--- config.mk ---
export PLATFORM = sky130hd
export DESIGN_NAME = bus_out_accum_flat
export DESIGN_NICKNAME = d
export VERILOG_FILES = /design/src/rtl/bus_out_accum_pkg.sv /design/src/rtl/bus_out_accum_if.sv /design/src/rtl/bus_out_accum_acc_add.sv /design/src/rtl/bus_out_accum.sv /design/src/flat_wrapper.sv
export SDC_FILE = /design/constraint.sdc
export NUM_CORES = 1
export LEC_CHECK = 0
export CAP_MARGIN = 30
export CORE_MARGIN = 4
export CORE_UTILIZATION = 45
export CTS_CLUSTER_DIAMETER = 80
export DETAILED_ROUTE_END_ITERATION = 12
export DONT_BUFFER_PORTS = 1
export HOLD_SLACK_MARGIN = 0.12
export PLACE_DENSITY = 0.69
export SYNTH_ARGS = -nofsm -noshare
export SYNTH_HDL_FRONTEND = slang
export SYNTH_SLANG_ARGS = --single-unit
--- constraint.sdc ---
create_clock -name clk -period 4.3 [get_ports clk]
set_clock_uncertainty 0.05 [all_clocks]
set_input_delay 0.215 -clock clk [delete_from_list [all_inputs] [get_ports clk]]
set_output_delay 0.215 -clock clk [all_outputs]
set_load 0.005 [all_outputs]
--- src/rtl/bus_out_accum_pkg.sv ---
// bus_out_accum_pkg: shared types and helpers for the bus_out burst accumulator.
//   acc_state_e : burst FSM state encoding (IDLE, ACCUM, HOLD)
//   cnt_width() : width of the in-burst sample counter for a given burst length
package bus_out_accum_pkg;

  typedef enum logic [1:0] {
    IDLE  = 2'd0,  // no samples of the current burst taken yet
    ACCUM = 2'd1,  // part of a burst accumulated
    HOLD  = 2'd2   // burst total waiting for the output handshake
  } acc_state_e;

  // Counter must be able to represent 0..burst_len.
  function automatic int cnt_width(input int burst_len);
    return $clog2(burst_len + 1);
  endfunction

endpackage

--- src/rtl/bus_out_accum_if.sv ---
// bus_out_accum_if: sample-in / total-out handshake bundle of bus_out_accum.
//   in_valid/in_data/in_bias/in_ready : sample side (bus_out, eee, w2)
//   clear                             : synchronous flush
//   out_valid/out_ready/out_sum       : burst-total side
//   ovf                               : sticky overflow flag
// Modports: master = producer/consumer environment, slave = accumulator.
interface bus_out_accum_if #(
  parameter int DATA_W = 16,
  parameter int BIAS_W = 8,
  parameter int ACC_W  = 32
);
  import bus_out_accum_pkg::*;

  logic              in_valid;
  logic [DATA_W-1:0] in_data;
  logic [BIAS_W-1:0] in_bias;
  logic              in_ready;
  logic              clear;
  logic              out_valid;
  logic              out_ready;
  logic [ACC_W-1:0]  out_sum;
  logic              ovf;

  modport master (
    output in_valid, in_data, in_bias, clear, out_ready,
    input  in_ready, out_valid, out_sum, ovf
  );

  modport slave (
    input  in_valid, in_data, in_bias, clear, out_ready,
    output in_ready, out_valid, out_sum, ovf
  );

endinterface

--- src/rtl/bus_out_accum_acc_add.sv ---
// acc_add: combinational three-term adder for the burst accumulator.
//   acc  in  ACC_W   running accumulator
//   data in  DATA_W  unsigned sample
//   bias in  BIAS_W  unsigned side term
//   sum  out ACC_W   reduced result (wrapped, or clamped when saturating)
//   ovf  out 1       result did not fit in ACC_W bits
// Build option: BUS_OUT_ACCUM_SATURATE_EN selects clamping instead of wrapping.
module acc_add
  import bus_out_accum_pkg::*;
#(
  parameter int DATA_W = 16,
  parameter int BIAS_W = 8,
  parameter int ACC_W  = 32
) (
  input  logic [ACC_W-1:0]  acc,
  input  logic [DATA_W-1:0] data,
  input  logic [BIAS_W-1:0] bias,
  output logic [ACC_W-1:0]  sum,
  output logic              ovf
);

  // Two guard bits hold the full three-term result without loss.
  logic [ACC_W+1:0] full;

  assign full = {2'b00, acc} + (ACC_W+2)'(data) + (ACC_W+2)'(bias);
  assign ovf  = |full[ACC_W+1:ACC_W];

`ifdef BUS_OUT_ACCUM_SATURATE_EN
  // A clamped accumulator overflows again on any nonzero add, so it stays clamped.
  assign sum = ovf ? {ACC_W{1'b1}} : full[ACC_W-1:0];
`else
  assign sum = full[ACC_W-1:0];
`endif

endmodule

--- src/rtl/bus_out_accum.sv ---
// bus_out_accum: sums BURST_LEN bus_out samples (plus w2 bias) per burst and
// presents each total on a registered valid/ready output.
//   clk  : sole clock
//   rst  : asynchronous active-high reset
//   bus  : bus_out_accum_if.slave (sample in, clear, total out, sticky ovf)
// Build option: BUS_OUT_ACCUM_SATURATE_EN (clamp on overflow instead of wrap),
// handled inside acc_add; FSM and handshake are the same in both builds.
module bus_out_accum
  import bus_out_accum_pkg::*;
#(
  parameter int DATA_W    = 16,
  parameter int BIAS_W    = 8,
  parameter int ACC_W     = 32,
  parameter int BURST_LEN = 4
) (
  input logic           clk,
  input logic           rst,
  bus_out_accum_if.slave bus
);

  localparam int CNT_W = cnt_width(BURST_LEN);

  acc_state_e       state;
  logic [ACC_W-1:0] acc;
  logic [CNT_W-1:0] cnt;
  logic [ACC_W-1:0] out_sum_q;
  logic             out_valid_q;
  logic             in_ready_q;
  logic             ovf_q;

  logic [ACC_W-1:0] add_sum;
  logic             add_ovf;
  logic             accept;
  logic             last;

  acc_add #(
    .DATA_W (DATA_W),
    .BIAS_W (BIAS_W),
    .ACC_W  (ACC_W)
  ) u_add (
    .acc  (acc),
    .data (bus.in_data),
    .bias (bus.in_bias),
    .sum  (add_sum),
    .ovf  (add_ovf)
  );

  // in_ready is low only in HOLD and during reset, so it already gates accept.
  assign accept = bus.in_valid && in_ready_q;
  assign last   = (cnt == CNT_W'(BURST_LEN - 1));

  always_ff @(posedge clk or posedge rst) begin
    if (rst) begin
      state       <= IDLE;
      acc         <= '0;
      cnt         <= '0;
      out_sum_q   <= '0;
      out_valid_q <= 1'b0;
      in_ready_q  <= 1'b0;
      ovf_q       <= 1'b0;
    end else if (bus.clear) begin
      // Flush wins over a same-cycle accept; that sample is dropped.
      state       <= IDLE;
      acc         <= '0;
      cnt         <= '0;
      out_valid_q <= 1'b0;
      in_ready_q  <= 1'b1;
      ovf_q       <= 1'b0;
    end else begin
      case (state)
        IDLE, ACCUM: begin
          // First edge after reset release raises in_ready here.
          in_ready_q <= 1'b1;
          if (accept) begin
            ovf_q <= ovf_q | add_ovf;
            if (last) begin
              out_sum_q   <= add_sum;
              out_valid_q <= 1'b1;
              in_ready_q  <= 1'b0;
              acc         <= '0;
              cnt         <= '0;
              state       <= HOLD;
            end else begin
              acc   <= add_sum;
              cnt   <= cnt + CNT_W'(1);
              state <= ACCUM;
            end
          end
        end
        HOLD: begin
          // out_valid is always 1 in HOLD; no bypass into the next burst.
          if (bus.out_ready) begin
            out_valid_q <= 1'b0;
            in_ready_q  <= 1'b1;
            state       <= IDLE;
          end
        end
        default: begin
          state      <= IDLE;
          in_ready_q <= 1'b1;
        end
      endcase
    end
  end

  assign bus.in_ready  = in_ready_q;
  assign bus.out_valid = out_valid_q;
  assign bus.out_sum   = out_sum_q;
  assign bus.ovf       = ovf_q;

endmodule

--- src/flat_wrapper.sv ---
// flat-port wrapper written by rule: the top's interface ports become plain ports
module bus_out_accum_flat import bus_out_accum_pkg::*;
#(
  parameter int DATA_W    = 16,
  parameter int BIAS_W    = 8,
  parameter int ACC_W     = 32,
  parameter int BURST_LEN = 4
)
  (clk, rst, bus_in_valid, bus_in_data, bus_in_bias, bus_clear, bus_out_ready, bus_in_ready, bus_out_valid, bus_out_sum, bus_ovf);
  bus_out_accum_if #(.DATA_W(DATA_W), .BIAS_W(BIAS_W), .ACC_W(ACC_W)) bus_i ();
  input logic clk;
  input logic rst;
  input wire logic [$bits(bus_i.in_valid)-1:0] bus_in_valid;
  input wire logic [$bits(bus_i.in_data)-1:0] bus_in_data;
  input wire logic [$bits(bus_i.in_bias)-1:0] bus_in_bias;
  input wire logic [$bits(bus_i.clear)-1:0] bus_clear;
  input wire logic [$bits(bus_i.out_ready)-1:0] bus_out_ready;
  output wire logic [$bits(bus_i.in_ready)-1:0] bus_in_ready;
  output wire logic [$bits(bus_i.out_valid)-1:0] bus_out_valid;
  output wire logic [$bits(bus_i.out_sum)-1:0] bus_out_sum;
  output wire logic [$bits(bus_i.ovf)-1:0] bus_ovf;
  assign bus_i.in_valid = bus_in_valid;
  assign bus_i.in_data = bus_in_data;
  assign bus_i.in_bias = bus_in_bias;
  assign bus_i.clear = bus_clear;
  assign bus_i.out_ready = bus_out_ready;
  assign bus_in_ready = bus_i.in_ready;
  assign bus_out_valid = bus_i.out_valid;
  assign bus_out_sum = bus_i.out_sum;
  assign bus_ovf = bus_i.ovf;
  bus_out_accum #(.DATA_W(DATA_W), .BIAS_W(BIAS_W), .ACC_W(ACC_W), .BURST_LEN(BURST_LEN)) u_core (.clk(clk), .rst(rst), .bus(bus_i));
endmodule
; ---- Yosys cells after proc, flatten, opt, wreduce, memory -nomap -nowiden
; Cells that the tools add are included.
[op_classes]
shifts = 0
mul = 0
n_div = 0
n_mux = 26
n_bitwise = 2
n_reduce_logical = 11
eq_ne = 6
addsub = 3
n_lt_le_gt_ge = 0
[ops]
columns = cell, n
row1 = 32-bit 2-to-1 mux, 4
row2 = 34-bit by 8-bit adder with 34-bit output, 1
row3 = 32-bit by 16-bit adder with 33-bit output, 1
row4 = 3-bit 2-to-1 mux, 4
row5 = 1-bit 2-to-1 mux, 11
row6 = 2-bit 2-to-1 mux, 4
row7 = 4-bit AND reduction, 2
row8 = 3-bit by 2-bit inequality test with 1-bit output (second input constant), 2
row9 = 1-bit case mux with 2 select lines, 2
row10 = 2-bit case mux with 2 select lines, 1
row11 = 2-bit AND reduction, 2
row12 = 2-bit nonzero test, 2
row13 = 2-bit OR reduction, 2
row14 = 3-bit by 1-bit adder with 3-bit output (second input constant), 1
row15 = 3-bit by 2-bit equality test with 1-bit output (second input constant), 1
row16 = 3-bit inequality test (second input constant), 1
row17 = 3-bit nonzero test, 1
row18 = 2-bit by 1-bit equality test with 1-bit output (second input constant), 1
row19 = 2-bit equality test (second input constant), 1
row20 = 2-bit zero test, 1
row21 = 1-bit logical AND, 1
row22 = 1-bit inverter, 1
row23 = 1-bit bitwise OR, 1
[word_totals]
latchBits = 0
rom_bits = 0
input_bits = 29
reg_bits = 72
ramBits = 0
wordCells = 55
memories = 0

; ---- Logic depth before layout (Yosys ltp)
[logic_depth]
word_depth = 7
depth_mapped = 15

; ---- Cells and area by module
; A second synthesis with hierarchy kept.
[unflattened]
hier_cells = 338
hier_area_um2 = 4160.2
[by_module_without_submodules]
columns = mod, area_each_um2, cells_per_inst, n_inst
row1 = bus_out_accum, 2791.4, 171, 1
row2 = acc_add, 1368.8, 167, 1

; ---- Least setup slack after synthesis
; Ideal clock, no wire load.
[synth_timing]
kind = register to register
startpoint = register u_core.acc[0]
endpoint = register u_core.out_sum_q[28] (netlist: u_core.bus.out_sum[28])
setup_time_ps = 125
t_arrival_ps = 3258
synth_period_minus_slack_ps = 3433
setup_slack_ps = 867
stages_incl_launch_ff = 16
cell_sequence = dfrtp_1 > ha_1 > inv_1 > fa_1 > nand2b_1 > a21o_2 > nand2_1 > xor2_1 > ha_1 > or2_2 > a21oi_1 > a31oi_1 > nand4_4 > nor4_4 > xnor2_1 > mux2_4
[synth_via]
elab_chain_cells = 2
[synth_lines]
columns = item, line_no
row1 = from (decl), bus_out_accum.sv:24  ; logic [ACC_W-1:0] acc;
row2 = from (signal assigned), bus_out_accum.sv:84  ; acc <= add_sum;
row3 = 32-bit by 16-bit adder with 33-bit output, bus_out_accum_acc_add.sv:25  ; assign full = {2'b00, acc} + (ACC_W+2)'(data) + (ACC_W+2)'(bias);
row4 = 34-bit by 8-bit adder with 34-bit output, bus_out_accum_acc_add.sv:25
row5 = to (signal assigned), bus_out_accum.sv:77  ; out_sum_q <= add_sum;
row6 = to (decl), bus_out_accum.sv:26  ; logic [ACC_W-1:0] out_sum_q;
; No other way between the ends.
; A chain may end at the register's enable or synchronous reset.

; ---- Final worst setup path
[layout_timing]
startpoint = register u_core.acc[0]
endpoint = register u_core.acc[31]
[layout_via]
elab_chain_cells = 6
[layout_lines]
columns = item, line_no
row1 = 32-bit by 16-bit adder with 33-bit output, bus_out_accum_acc_add.sv:25
row2 = 34-bit by 8-bit adder with 34-bit output, bus_out_accum_acc_add.sv:25
row3 = 32-bit 2-to-1 mux, bus_out_accum.sv:76  ; if (last) begin
row4 = 32-bit 2-to-1 mux, bus_out_accum.sv:74  ; if (accept) begin
row5 = 32-bit 2-to-1 mux, bus_out_accum.sv:70  ; case (state)
row6 = 32-bit 2-to-1 mux, bus_out_accum.sv:61  ; end else if (bus.clear) begin
; No other way between the ends. The select of a mux whose other input is x is not followed.

==> metrics.md <==
| Metric | Value |
|---|---|
| Outcome | complete, no violations |
| Via density | roughly 6.2 |
| Element type at the critical path start | register |
| Initial DRT Pass Iterations | 5 |
| Drt drc | 0 |
| Worst hold slack | between 0.1 and 0.15 ns |
| Reg-to-Reg Start | u_core.acc[0]$_DFFE_PP0P_ |
| Synthesized area per cell | 9.113 um^2 |
| DRT iter0 DRCs | 405 |
| Initial Utilization | ~46% |
| Required time worst endpoint | ~4.5 ns |
| Worst-Margin Slew | around 0.89 ns |
| Ys async rst share | 100.0% |
| Critical path arrival | just under 4 ns |
| Synth area leaders | dfrtp_1 34%, nand2_1 6.2%, ha_1 5.9% |
| Total global-route track usage | between 20 and 25% |
| H-tree lvl count | 3 |
| Num ports | 64 |
| Fmax | 0.2654 GHz |
| Crit end category | register |
| Post-Route Utilization | approximately half |
| Clock Pin Slew Worst Setup and Hold Paths | 0.06 ns |
| TNS Setup | 0 ns |
| Static Leak | between 2 and 2.5 nW |
| Filler Cell Count | around 1100 |
| Final #Nets | 640 |
| WL final | 14.85 mm |
| Die height | approximately 120 um |
| CTS Sinks | 72 |
| Final Hold Vio Count | 0 |
| Seq/Total Area, Yosys | 33.74% |
| Max transition margin | 40.36% |
| Std-Cell Rows | 39 |
| Antenna fix cells | 0 |
| Pint | 1.770 mW |
| Worst Path Class, Setup | register to register |
| TritonCTS buffer count | 9 |
| Synth Cell Area | between 5000 and 6000 um^2 |
| Clk buf depth | 2 |
| Synthesized net count | ~640 |
| Clock Root Buffer | clkbuf_16 |
| Avg WL per Cell | about 20 um |
| Launch point of the worst path | u_core.acc[0]$_DFFE_PP0P_ |
| GPL Wtd Cong | approximately 0.90 |
| Synth Flop Type | dfrtp_1 |
| P&R area growth vs syn | 8.622% |
| Cell count after synthesis | ~600 |
| Post-DP HPWL | between 10 and 15 mm |
| Worst skew pair latency | around 0.34 ns |
| Die X-Extent | 116.9 um |
| Pwr dens | around 500 nW/um^2 |
| Maximum Capacitance Violations | 0 |
| Combinational Power Share | a little over two fifths |
| EDFF count, synth | 0 |
| Flops & latches, synth | 72 |
| Die ar. | between 10000 and 15000 um^2 |
| RSZ-0062 raised after global routing | no |
| Worst Reg2Reg Path Length in Cells | 12 |
| Part of the power in registers | between 20% and 30% |
| Setup WS post-layout | about 0.53 ns |
| First-pass GRT wire length | roughly 24 mm |
| CTS tree | yes |
| Top cell type's share of synthesized area | between 30% and 40% |
| Peak supply drop | approximately 0.27 mV |
| Most area-hungry cell type in the Yosys netlist | dfrtp_1 |
| Pre-CTS setup slack | between 0.3 and 0.4 ns |
| NetSw | about 1.1 mW |
| Core area | around 12000 um^2 |
| Vias in the first global route | 4503 |
| Largest net degree at the start of global routing | 42 |
| Initial antenna violation count | 0 |
| Count leader, synth | nand2_1 |
| Worst Path Max Fanout | 7 |
| Overflow after GRT | 0 |
| YS warnings | 0 |
| Flop-to-flop setup slack | approximately 0.53 ns |
| Fin. max-slew vios | 0 |
| Multi-input combinational cell area | about 3300 um^2 |
| HP Class | primary input to register |
| DRT antenna net count | 0 |
| CP endpoint | u_core.acc[31]$_DFFE_PP0P_ |
| Vias | between 4000 and 5000 |
| Share of cells above drive strength 1 | 13.75% |
| Final setup fails | 0 |
| Final Critical Period | between 3 and 4 ns |
| Post-synth top cells | 88 x nand2_1, 72 x dfrtp_1, 32 x a21oi_1 |
| Register area | between 1500 and 2000 um^2 |
| Clk pwr share | between 20% and 30% |
| FF-to-FF End | u_core.acc[31]$_DFFE_PP0P_ |
| Final worst-path cycle share | approximately 88% |
| Post-CTS Setup Repair Bufs | 0 |
| Distinct cells, synth | 83 |
| Sw frac | approximately two fifths |
| IO Port Bufs | 0 |
power groups by stage:
stage	combinational (mW)	clock [mW]	sequential [mW]
after detailed placement	1.20	0	0.870
after floorplan	0.967	0	0.844
after global placement	1.18	0	0.867
final	1.23	0.825	0.860
after CTS	1.21	0.834	0.860
after global routing	1.35	0.866	0.873
cell usage in the layout (no fill, tap or decap), drive strengths merged, types with 15 or more instances in the layout:
cell	netlist	final
nor3	18	18
nand4	16	16
nor2	29	29
o21ai	34	34
a22o	23	23
dfrtp	72	72
a21oi	36	36
xnor2	31	31
and2	15	15
ha	25	25
xor2	16	16
nand3	17	17
nand2	89	89
repair_timing:
| action | CTS | global route |
|---|---|---|
| setup endpoints to repair | 0 | 2 |
| hold buffers | 6 | 0 |
| endpoints found under the hold margin | 51 | 0 |
| gates resized for setup | 0 | 1 |
state kept, by name, summed over array words and instances (netlist names):
name / count
u_core.bus.out_sum: 32
u_core.bus.out_valid: 1
u_core.state: 2
u_core.bus.ovf: 1
u_core.cnt: 3
u_core.bus.in_ready: 1
u_core.acc: 32
logic make-up after synthesis:
group / synth area share, %
mux: 2.788
compound gates: 21.46
xor+xnor: 7.708
simple gates: 23.36
flops: 33.74
buf+inv: 4.335
fa+ha+maj: 6.607
worst min path at each step:
stage / from / endpoint / slack (ns) / depth (start not counted)
6_report: bus_clear / u_core.acc[31]$_DFFE_PP0P_ / 0.15 / 3
5_1_grt: bus_clear / u_core.acc[31]$_DFFE_PP0P_ / 0.17 / 3
4_1_cts: bus_clear / u_core.acc[31]$_DFFE_PP0P_ / 0.14 / 3
3_5_place_dp: bus_clear / u_core.state[1]$_DFFE_PP0P_ / 0.23 / 1
3_3_place_gp: bus_clear / u_core.state[1]$_DFFE_PP0P_ / 0.23 / 1
2_1_floorplan: bus_out_ready / u_core.state[1]$_DFFE_PP0P_ / 0.36 / 2
routing by layer:
metal	wire, um	GRT usage (%)	up-vias
met2	6508	33.60	179
met5	0	0	-
met1	6981	33.09	2223
met4	306	7.492	0
li1	-	-	2134
met3	1049	4.473	25
metrics by stage:
stage	cells	instance area (um^2)	power, mW
detailed placement	710	5413	2.069
CTS	732	5796	2.907
global placement	710	5413	2.050
finish	732	5801	2.917
floorplan	586	5340	1.811
global route	732	5801	3.088
critical path: stages, from the launching register on:
cell       delay, ns
dfrtp_1         0.35
ha_1            0.19
inv_1           0.06
fa_1            0.41
nand2b_1        0.22
a21oi_2         0.24
o21ai_2         0.17
a2111oi_2       0.52
xnor2_1         0.30
nand4_1         0.31
nor3b_2         0.42
a31oi_1         0.17
o31ai_1         0.25
area by class of cell:
cell class / instances / area share (%)
tap: 143 / 3.085
clock inverter: 5 / 1.381
inverter: 11 / 0.7118
sequential: 72 / 31.06
multi-input combinational: 474 / 57.25
timing repair buffer: 16 / 2.330
clock buffer: 11 / 4.185
Power figures use the tool's default switching activity.
